--- config.mk ---
export PLATFORM = sky130hd
export DESIGN_NAME = jk_cmd_queue_flat
export DESIGN_NICKNAME = d
export VERILOG_FILES = /design/src/rtl/jk_pkg.sv /design/src/rtl/jk_cmd_queue_if.sv /design/src/rtl/jk_cmd_fifo.sv /design/src/rtl/jk_cmd_queue.sv /design/src/flat_wrapper.sv
export SDC_FILE = /design/constraint.sdc
export NUM_CORES = 1
export LEC_CHECK = 0
export BUFFER_PORTS_ARGS = -buffer_cell sky130_fd_sc_hd__buf_4
export CORE_MARGIN = 2
export CORE_UTILIZATION = 60
export CTS_CLUSTER_DIAMETER = 50
export DETAILED_ROUTE_END_ITERATION = 7
export PLACE_DENSITY_LB_ADDON = 0.15
export SETUP_SLACK_MARGIN = 0.05
export SYNTH_ARGS = -nofsm -noshare
export SYNTH_HDL_FRONTEND = slang
export SYNTH_SLANG_ARGS = --single-unit
--- constraint.sdc ---
create_clock -name clk -period 3.5 [get_ports clk]
set_clock_uncertainty 0.1 [all_clocks]
set_input_delay 0.175 -clock clk [delete_from_list [all_inputs] [get_ports clk]]
set_output_delay 0.175 -clock clk [all_outputs]
set_load 0.02 [all_outputs]
--- src/rtl/jk_pkg.sv ---
// jk_pkg: opcode and FSM encodings shared by the jk/sr flip-flop command path.
package jk_pkg;
  typedef enum logic [1:0] {
    JK_HOLD = 2'b00,
    JK_SET  = 2'b01,
    JK_CLR  = 2'b10,
    JK_TOG  = 2'b11
  } jk_op_e;
  typedef enum logic [1:0] {
    ST_IDLE,
    ST_ISSUE,
    ST_WAIT
  } jk_state_e;
  function automatic logic [1:0] jk_drive(jk_op_e op);
    return op == JK_SET ? 2'b10 : op == JK_CLR ? 2'b01 : op == JK_TOG ? 2'b11 : 2'b00;
  endfunction
endpackage

--- src/rtl/jk_cmd_queue_if.sv ---
// jk_cmd_queue_if: valid/ready command channel into the j/k sequencer.
interface jk_cmd_queue_if;
  import jk_pkg::*;
  logic   cmd_valid;
  jk_op_e cmd_op;
  logic   cmd_ready;
  modport master (output cmd_valid, cmd_op, input cmd_ready);
  modport slave (input cmd_valid, cmd_op, output cmd_ready);
endinterface

--- src/rtl/jk_cmd_fifo.sv ---
// jk_cmd_fifo: power-of-two circular buffer with occupancy count.
module jk_cmd_fifo #(
  parameter int DEPTH = 4,
  parameter int W = 2
) (
  input  logic                   clk,
  input  logic                   rst,
  input  logic                   push_i,
  input  logic                   pop_i,
  input  logic [W-1:0]           din_i,
  output logic [W-1:0]           dout_o,
  output logic [$clog2(DEPTH):0] count_o,
  output logic                   full_o,
  output logic                   empty_o
);
  localparam int AW = $clog2(DEPTH);
  logic [W-1:0] mem_q [DEPTH];
  logic [AW-1:0] wr_q, rd_q;
  logic [AW:0] count_q;
  always_ff @(posedge clk) begin
    if (push_i) mem_q[wr_q] <= din_i;
  end
  always_ff @(posedge clk) begin
    if (rst) begin
      wr_q <= '0;
      rd_q <= '0;
      count_q <= '0;
    end else begin
      wr_q <= wr_q + AW'(push_i);
      rd_q <= rd_q + AW'(pop_i);
      count_q <= count_q + (AW + 1)'(push_i) - (AW + 1)'(pop_i);
    end
  end
  assign dout_o = mem_q[rd_q];
  assign count_o = count_q;
  assign full_o = count_q == (AW + 1)'(DEPTH);
  assign empty_o = count_q == '0;
endmodule

--- src/rtl/jk_cmd_queue.sv ---
// jk_cmd_queue: queues HOLD/SET/CLR/TOGGLE opcodes and issues each as a one-cycle j/k pulse,
// keeping a shadow of the downstream flip-flop state.
module jk_cmd_queue import jk_pkg::*; #(
  parameter int DEPTH = 4,
  parameter int GAP = 1
) (
  input  logic                   clk,
  input  logic                   rst,
  jk_cmd_queue_if.slave          cmd,
  output logic                   j,
  output logic                   k,
  output logic                   issued,
  output logic                   busy,
  output logic [$clog2(DEPTH):0] count,
  output logic                   shadow_q,
  output logic                   shadow_known
);
  jk_state_e state_q, state_d;
  logic [3:0] gap_q, gap_d;
  jk_op_e op_q, head;
  logic [1:0] head_raw, jk_q;
  logic issued_q, sq_q, sq_d, sk_q, sk_d, full, empty, push, pop;
  jk_cmd_fifo #(.DEPTH(DEPTH), .W(2)) u_fifo (
    .clk     (clk),
    .rst     (rst),
    .push_i  (push),
    .pop_i   (pop),
    .din_i   (cmd.cmd_op),
    .dout_o  (head_raw),
    .count_o (count),
    .full_o  (full),
    .empty_o (empty)
  );
  assign head = jk_op_e'(head_raw);
  assign cmd.cmd_ready = ~full;
  assign push = cmd.cmd_valid & ~full;
  always_comb begin
    state_d = state_q;
    gap_d = gap_q;
    pop = 1'b0;
    unique case (state_q)
      ST_ISSUE: begin
        if (GAP > 0) begin
          state_d = ST_WAIT;
          gap_d = 4'(GAP - 1);
        end else begin
          pop = ~empty;
          state_d = empty ? ST_IDLE : ST_ISSUE;
        end
      end
      ST_WAIT: begin
        if (gap_q != '0) gap_d = gap_q - 4'd1;
        else begin
          pop = ~empty;
          state_d = empty ? ST_IDLE : ST_ISSUE;
        end
      end
      default: begin
        pop = ~empty;
        state_d = empty ? ST_IDLE : ST_ISSUE;
      end
    endcase
  end
  // shadow follows the op whose ISSUE cycle is ending; TOGGLE of an unknown q stays unknown
  always_comb begin
    sq_d = sq_q;
    sk_d = sk_q;
    if (state_q == ST_ISSUE) begin
      sq_d = op_q == JK_SET ? 1'b1 : op_q == JK_CLR ? 1'b0 : (op_q == JK_TOG && sk_q) ? ~sq_q : sq_q;
      sk_d = sk_q | op_q == JK_SET | op_q == JK_CLR;
    end
  end
  always_ff @(posedge clk) begin
    if (rst) begin
      state_q <= ST_IDLE;
      gap_q <= '0;
      op_q <= JK_HOLD;
      jk_q <= 2'b00;
      issued_q <= 1'b0;
      sq_q <= 1'b0;
      sk_q <= 1'b0;
    end else begin
      state_q <= state_d;
      gap_q <= gap_d;
      op_q <= pop ? head : op_q;
      jk_q <= pop ? jk_drive(head) : 2'b00;
      issued_q <= pop;
      sq_q <= sq_d;
      sk_q <= sk_d;
    end
  end
  assign {j, k} = jk_q;
  assign issued = issued_q;
  assign busy = state_q != ST_IDLE || !empty;
  assign shadow_q = sq_q;
  assign shadow_known = sk_q;
endmodule

--- src/flat_wrapper.sv ---
// flat-port wrapper written by rule: the top's interface ports become plain ports
module jk_cmd_queue_flat import jk_pkg::*;
#(
  parameter int DEPTH = 4,
  parameter int GAP = 1
)
  (clk, rst, j, k, issued, busy, count, shadow_q, shadow_known, cmd_cmd_valid, cmd_cmd_op, cmd_cmd_ready);
  jk_cmd_queue_if cmd_i ();
  input  logic clk;
  input  logic rst;
  output logic j;
  output logic k;
  output logic issued;
  output logic busy;
  output logic [$clog2(DEPTH):0] count;
  output logic shadow_q;
  output logic shadow_known;
  input wire logic [$bits(cmd_i.cmd_valid)-1:0] cmd_cmd_valid;
  input wire logic [$bits(cmd_i.cmd_op)-1:0] cmd_cmd_op;
  output wire logic [$bits(cmd_i.cmd_ready)-1:0] cmd_cmd_ready;
  assign cmd_i.cmd_valid = cmd_cmd_valid;
  assign cmd_i.cmd_op = cmd_cmd_op;
  assign cmd_cmd_ready = cmd_i.cmd_ready;
  jk_cmd_queue #(.DEPTH(DEPTH), .GAP(GAP)) u_core (.clk(clk), .rst(rst), .cmd(cmd_i), .j(j), .k(k), .issued(issued), .busy(busy), .count(count), .shadow_q(shadow_q), .shadow_known(shadow_known));
endmodule
==> tab_implementation.tex <==
\begin{tabular}{lr}
\hline
Metric & Value \\
\hline
\multicolumn{2}{l}{\textbf{Outcome}} \\
\quad Run status & complete, no violations \\
\multicolumn{2}{l}{\textbf{STA}} \\
\quad Hold violation count in the final report & 0 \\
\quad Least-Margin Pin Slew & 0.544 ns \\
\quad Worst hold slack across all endpoints & 0.0419 ns \\
\quad Total Neg Setup Slack & 0 ns \\
\quad Max-slew headroom at the worst pin & 63.5\% \\
\quad Count of final max-slew check failures & 0 \\
\quad Final-report setup violation count & 0 \\
\quad Achievable clock frequency & 373 MHz \\
\quad Fin crit share & 76.7\% \\
\quad Crit path time final & 2.68 ns \\
\quad Unrepaired setup endpoints after global routing & no \\
\multicolumn{2}{l}{\textbf{Synthesis}} \\
\quad Proportion of synthesized chip area in sequential cells & 48.0\% \\
\quad Primary flip-flop cell chosen by synthesis mapping & sky130\_fd\_sc\_hd\_\_dfxtp\_1 \\
\quad Number of warnings issued by yosys & 0 \\
\quad Area contributors post-synth & sky130\_fd\_sc\_hd\_\_dfxtp\_1 (30\%), sky130\_fd\_sc\_hd\_\_edfxtp\_1 (18\%), sky130\_fd\_sc\_hd\_\_ha\_1 (5.6\%), sky130\_fd\_sc\_hd\_\_mux4\_2 (3.4\%), sky130\_fd\_sc\_hd\_\_inv\_1 (3.1\%) \\
\quad Proportion of register bits with asynchronous set or reset after synthesis & 0\% \\
\quad Netlist area before placement & 0.00133 mm2 \\
\quad Leading area contributor after synthesis & sky130\_fd\_sc\_hd\_\_dfxtp\_1 \\
\quad Post-synth EDFFs & 8 \\
\quad Share of the synthesized area in the top cell type & 30.0\% \\
\quad Cells after Synth & 127 \\
\quad Netlist cell types & 40 \\
\quad Synthesis-stage register bit count & 28 \\
\quad Post-Syn Area per Cell & 10.5 um2 \\
\quad Net count of the mapped netlist & 139 \\
\multicolumn{2}{l}{\textbf{Clocking}} \\
\quad Insertion delay to the later sink of the worst-skew pair & 0.32 ns \\
\quad TritonCTS Sinks & 28 \\
\quad Cell at the root of the clock tree & sky130\_fd\_sc\_hd\_\_clkbuf\_4 \\
\quad Deepest level of the CTS H-tree & 1 \\
\quad Post-cts resize count & 0 \\
\quad Maximum number of buffers from clock root to sink & 2 \\
\quad CTS clock-pin slew for the worst setup and hold paths & 0.15 ns \\
\quad Number of buffers inserted by post-CTS setup repair & 0 \\
\quad CTS tree & done \\
\quad CTS buffer count & 3 \\
\multicolumn{2}{l}{\textbf{Power}} \\
\quad Power per cell area & 749 mW/mm2 \\
\quad Pleak & 0.621 nW \\
\quad Total Power Consumption & 0.00114 W \\
\quad Worst supply voltage drop on vdd & 0.509 mV \\
\multicolumn{2}{l}{\textbf{Worst setup path}} \\
\quad Reg-to-Reg End & u\_core.u\_fifo.count\_o[2]\$\_SDFF\_PP0\_ \\
\quad Worst setup path end & u\_core.u\_fifo.count\_o[2]\$\_SDFF\_PP0\_ \\
\quad Register-to-Register Path Depth & 11 \\
\quad Crit path capture type & register \\
\quad Worst setup path start & u\_core.state\_q[0]\$\_SDFFE\_PP0P\_ \\
\quad Data arrival, critical path & 2.84 ns \\
\quad Flop2flop setup slack & 0.82 ns \\
\quad Slowest-stage cell, CP & sky130\_fd\_sc\_hd\_\_dfxtp\_1 \\
\quad Buf+Inv Stages, Crit Path & 2 \\
\quad CP peak stage delay & 0.38 ns \\
\quad Path type of the worst setup path & register to register \\
\quad Cells traversed along the worst timing path & inv\_1 > ha\_1 > and4bb\_2 > o21ai\_2 > xnor2\_1 > ha\_1 > inv\_1 > fa\_1 > xor2\_1 > and2\_1 > nor3\_1 \\
\quad Data required time at the worst endpoint & 3.65 ns \\
\quad Worst r2r src & u\_core.state\_q[0]\$\_SDFFE\_PP0P\_ \\
\quad Maximum fanout along the worst path & 13 \\
\quad Startpoint class of the critical path & register \\
\quad Critical path depth in cells & 11 \\
\quad Largest delay contributor family on the critical path & adder cells \\
\multicolumn{2}{l}{\textbf{Global routing}} \\
\quad Number of antenna violations at the first check in global routing & 0 \\
\quad GRT overflow & 0 \\
\quad Global-route wire length before repair & 4010 um \\
\quad Largest net degree at the start of global routing & 22 \\
\quad Total GRT Usage & 20.7\% \\
\quad Via count of the first global-routing pass & 989 \\
\multicolumn{2}{l}{\textbf{Detailed routing}} \\
\quad Routed WL per cell & 13.0 um \\
\quad Via density per instance & 5.56 \\
\quad Routed vias & 957 \\
\quad Detailed-routing iteration count for the pre-antenna-repair pass & 4 \\
\quad Routed Antenna Nets & 0 \\
\quad Drt first-iter violations & 16 \\
\quad Overall routed net length & 2230 um \\
\quad Post-route DRC & 0 \\
\multicolumn{2}{l}{\textbf{Floorplanning}} \\
\quad Starting density of the core & 62.1\% \\
\quad I/O pin cnt & 15 \\
\quad Vertical die dimension & 51.2 um \\
\quad Die area & 0.00262 mm2 \\
\quad DIE WIDTH & 51.2 um \\
\quad Area of the core & 0.00215 mm2 \\
\quad Row count & 17 \\
\multicolumn{2}{l}{\textbf{Run}} \\
\quad Number of violations of the max-capacitance limit & 0 \\
\multicolumn{2}{l}{\textbf{Finish}} \\
\quad Antenna Diode Count & 0 \\
\quad Area added between synthesis and finish & 14.0\% \\
\quad Filler cells & 161 \\
\quad Share of cells above drive strength 1 & 18.8\% \\
\quad Core occupancy in the finished layout & 70.8\% \\
\quad Layout Nets & 157 \\
\quad Final Instance Count excl. Fillers & 172 \\
\multicolumn{2}{l}{\textbf{Placed design}} \\
\quad Placed Cells incl. Taps & 166 \\
\quad Final estimated routing congestion in global placement & 0.774 \\
\quad Count of input and output buffers & 14 \\
\quad HPWL after detailed placement & 1650 um \\
\multicolumn{2}{l}{\textbf{Min path}} \\
\quad Worst min-delay path category & primary input to register \\
\hline
\end{tabular}
synthesized netlist by cell type (3+ instances only):
master,number
sky130_fd_sc_hd__a21oi_1,7
sky130_fd_sc_hd__dfxtp_1,20
sky130_fd_sc_hd__edfxtp_1,8
sky130_fd_sc_hd__ha_1,6
sky130_fd_sc_hd__inv_1,11
sky130_fd_sc_hd__nand2_1,7
sky130_fd_sc_hd__nand3_1,8
sky130_fd_sc_hd__nor2_1,9
sky130_fd_sc_hd__nor2b_1,6
sky130_fd_sc_hd__nor3_1,3
sky130_fd_sc_hd__nor3b_1,3
sky130_fd_sc_hd__o21ai_0,3
timing repair:
| action | 4_1_cts | 5_1_grt |
|---|---|---|
| hold buffers | 2 | 0 |
| hold endpoints to repair | 8 | 0 |
| endpoints found under the setup margin | 0 | 0 |
how the worst min path moves through the flow:
stage	from	cells past startpoint	slack, ns	endpoint
6_report	rst	2	0.04	u_core.state_q[0]$_SDFFE_PP0P_
3_5_place_dp	cmd_cmd_op[1]	1	0.28	u_core.u_fifo.mem_q[1][1]$_DFFE_PP_
4_1_cts	rst	2	0.04	u_core.state_q[0]$_SDFFE_PP0P_
3_3_place_gp	cmd_cmd_op[1]	1	0.27	u_core.u_fifo.mem_q[3][1]$_DFFE_PP_
5_1_grt	rst	2	0.05	u_core.state_q[0]$_SDFFE_PP0P_
2_1_floorplan	cmd_cmd_op[0]	0	0.17	u_core.u_fifo.mem_q[0][0]$_DFFE_PP_
sequential cells by signal (all words and copies together) (netlist names):
| signal | cells |
|---|---|
| u_core.u_fifo.mem_q | 8 |
| u_core.u_fifo.wr_q | 2 |
| u_core.issued | 1 |
| u_core.u_fifo.rd_q | 2 |
| u_core.gap_q | 4 |
| u_core.u_fifo.count_o | 3 |
| u_core.shadow_known | 1 |
| u_core.op_q | 2 |
| u_core.jk_q | 2 |
| u_core.shadow_q | 1 |
| u_core.state_q | 2 |
final cells by class:
class	count	area [um2]	area share, %
Tap cell	28	35.0	2.30
Clock buffer	3	22.5	1.48
Sequential cell	28	641	42.1
Clock inverter	1	30.0	1.98
Timing Repair Buffer	16	125	8.23
Multi-Input combinational cell	85	626	41.2
Inverter	11	41.3	2.72
where the power goes:
part / internal (W) / switching (W) / total (W) / leakage [nW]
registers: 0.000408 / 0.0000635 / 0.000471 / 0.237
logic: 0.000214 / 0.000245 / 0.000460 / 0.356
clock network: 0.000116 / 0.0000914 / 0.000207 / 0.0279
cells by family (layout without fill, tap and decap cells):
kind of cell	Yosys count	in the layout	synth area share (%)
buffers and inverters	14	31	5.07
AND/OR/NAND/NOR	49	49	21.0
adder cells (fa/ha/maj)	7	7	7.13
flip-flops	28	28	48.0
AO/OA/AOI/OAI	21	21	10.8
XOR/XNOR	4	4	2.63
multiplexers	4	4	5.35
cells in the final DEF, fill, tap and decap left out, drive strengths merged, types with 6 or more instances in the layout:
cell type,instances
a21oi,8
nor2b,6
buf,14
inv,11
ha,6
nand3,8
edfxtp,8
nand2,7
dfxtp,20
nor2,9
worst register-to-register path, delay by kind of cell, from the launching register on:
family | cells | cell delay (ns)
AND/OR/NAND/NOR | 3 | 0.61
AO/OA/AOI/OAI | 1 | 0.21
adder cells (fa/ha/maj) | 3 | 0.87
buffers and inverters | 2 | 0.12
XOR/XNOR | 2 | 0.32
flip-flops | 1 | 0.38
stage by stage:
| step | instance area (um2) | setup slack (ns) |
|---|---|---|
| floorplan | 1330 | 0.998 |
| global placement | 1450 | 0.977 |
| detailed placement | 1450 | 0.866 |
| CTS | 1520 | 0.811 |
| global route | 1520 | 0.611 |
| finish | 1520 | 0.817 |
layer usage:
metal	vias up	wire, um	global-route usage [%]
li1	483	-	-
met1	461	994	23.4
met2	9	1160	38.5
met3	4	50	3.51
met4	0	21	7.66
met5	-	0	0
No activity file was read; power rests on OpenSTA's default activity.
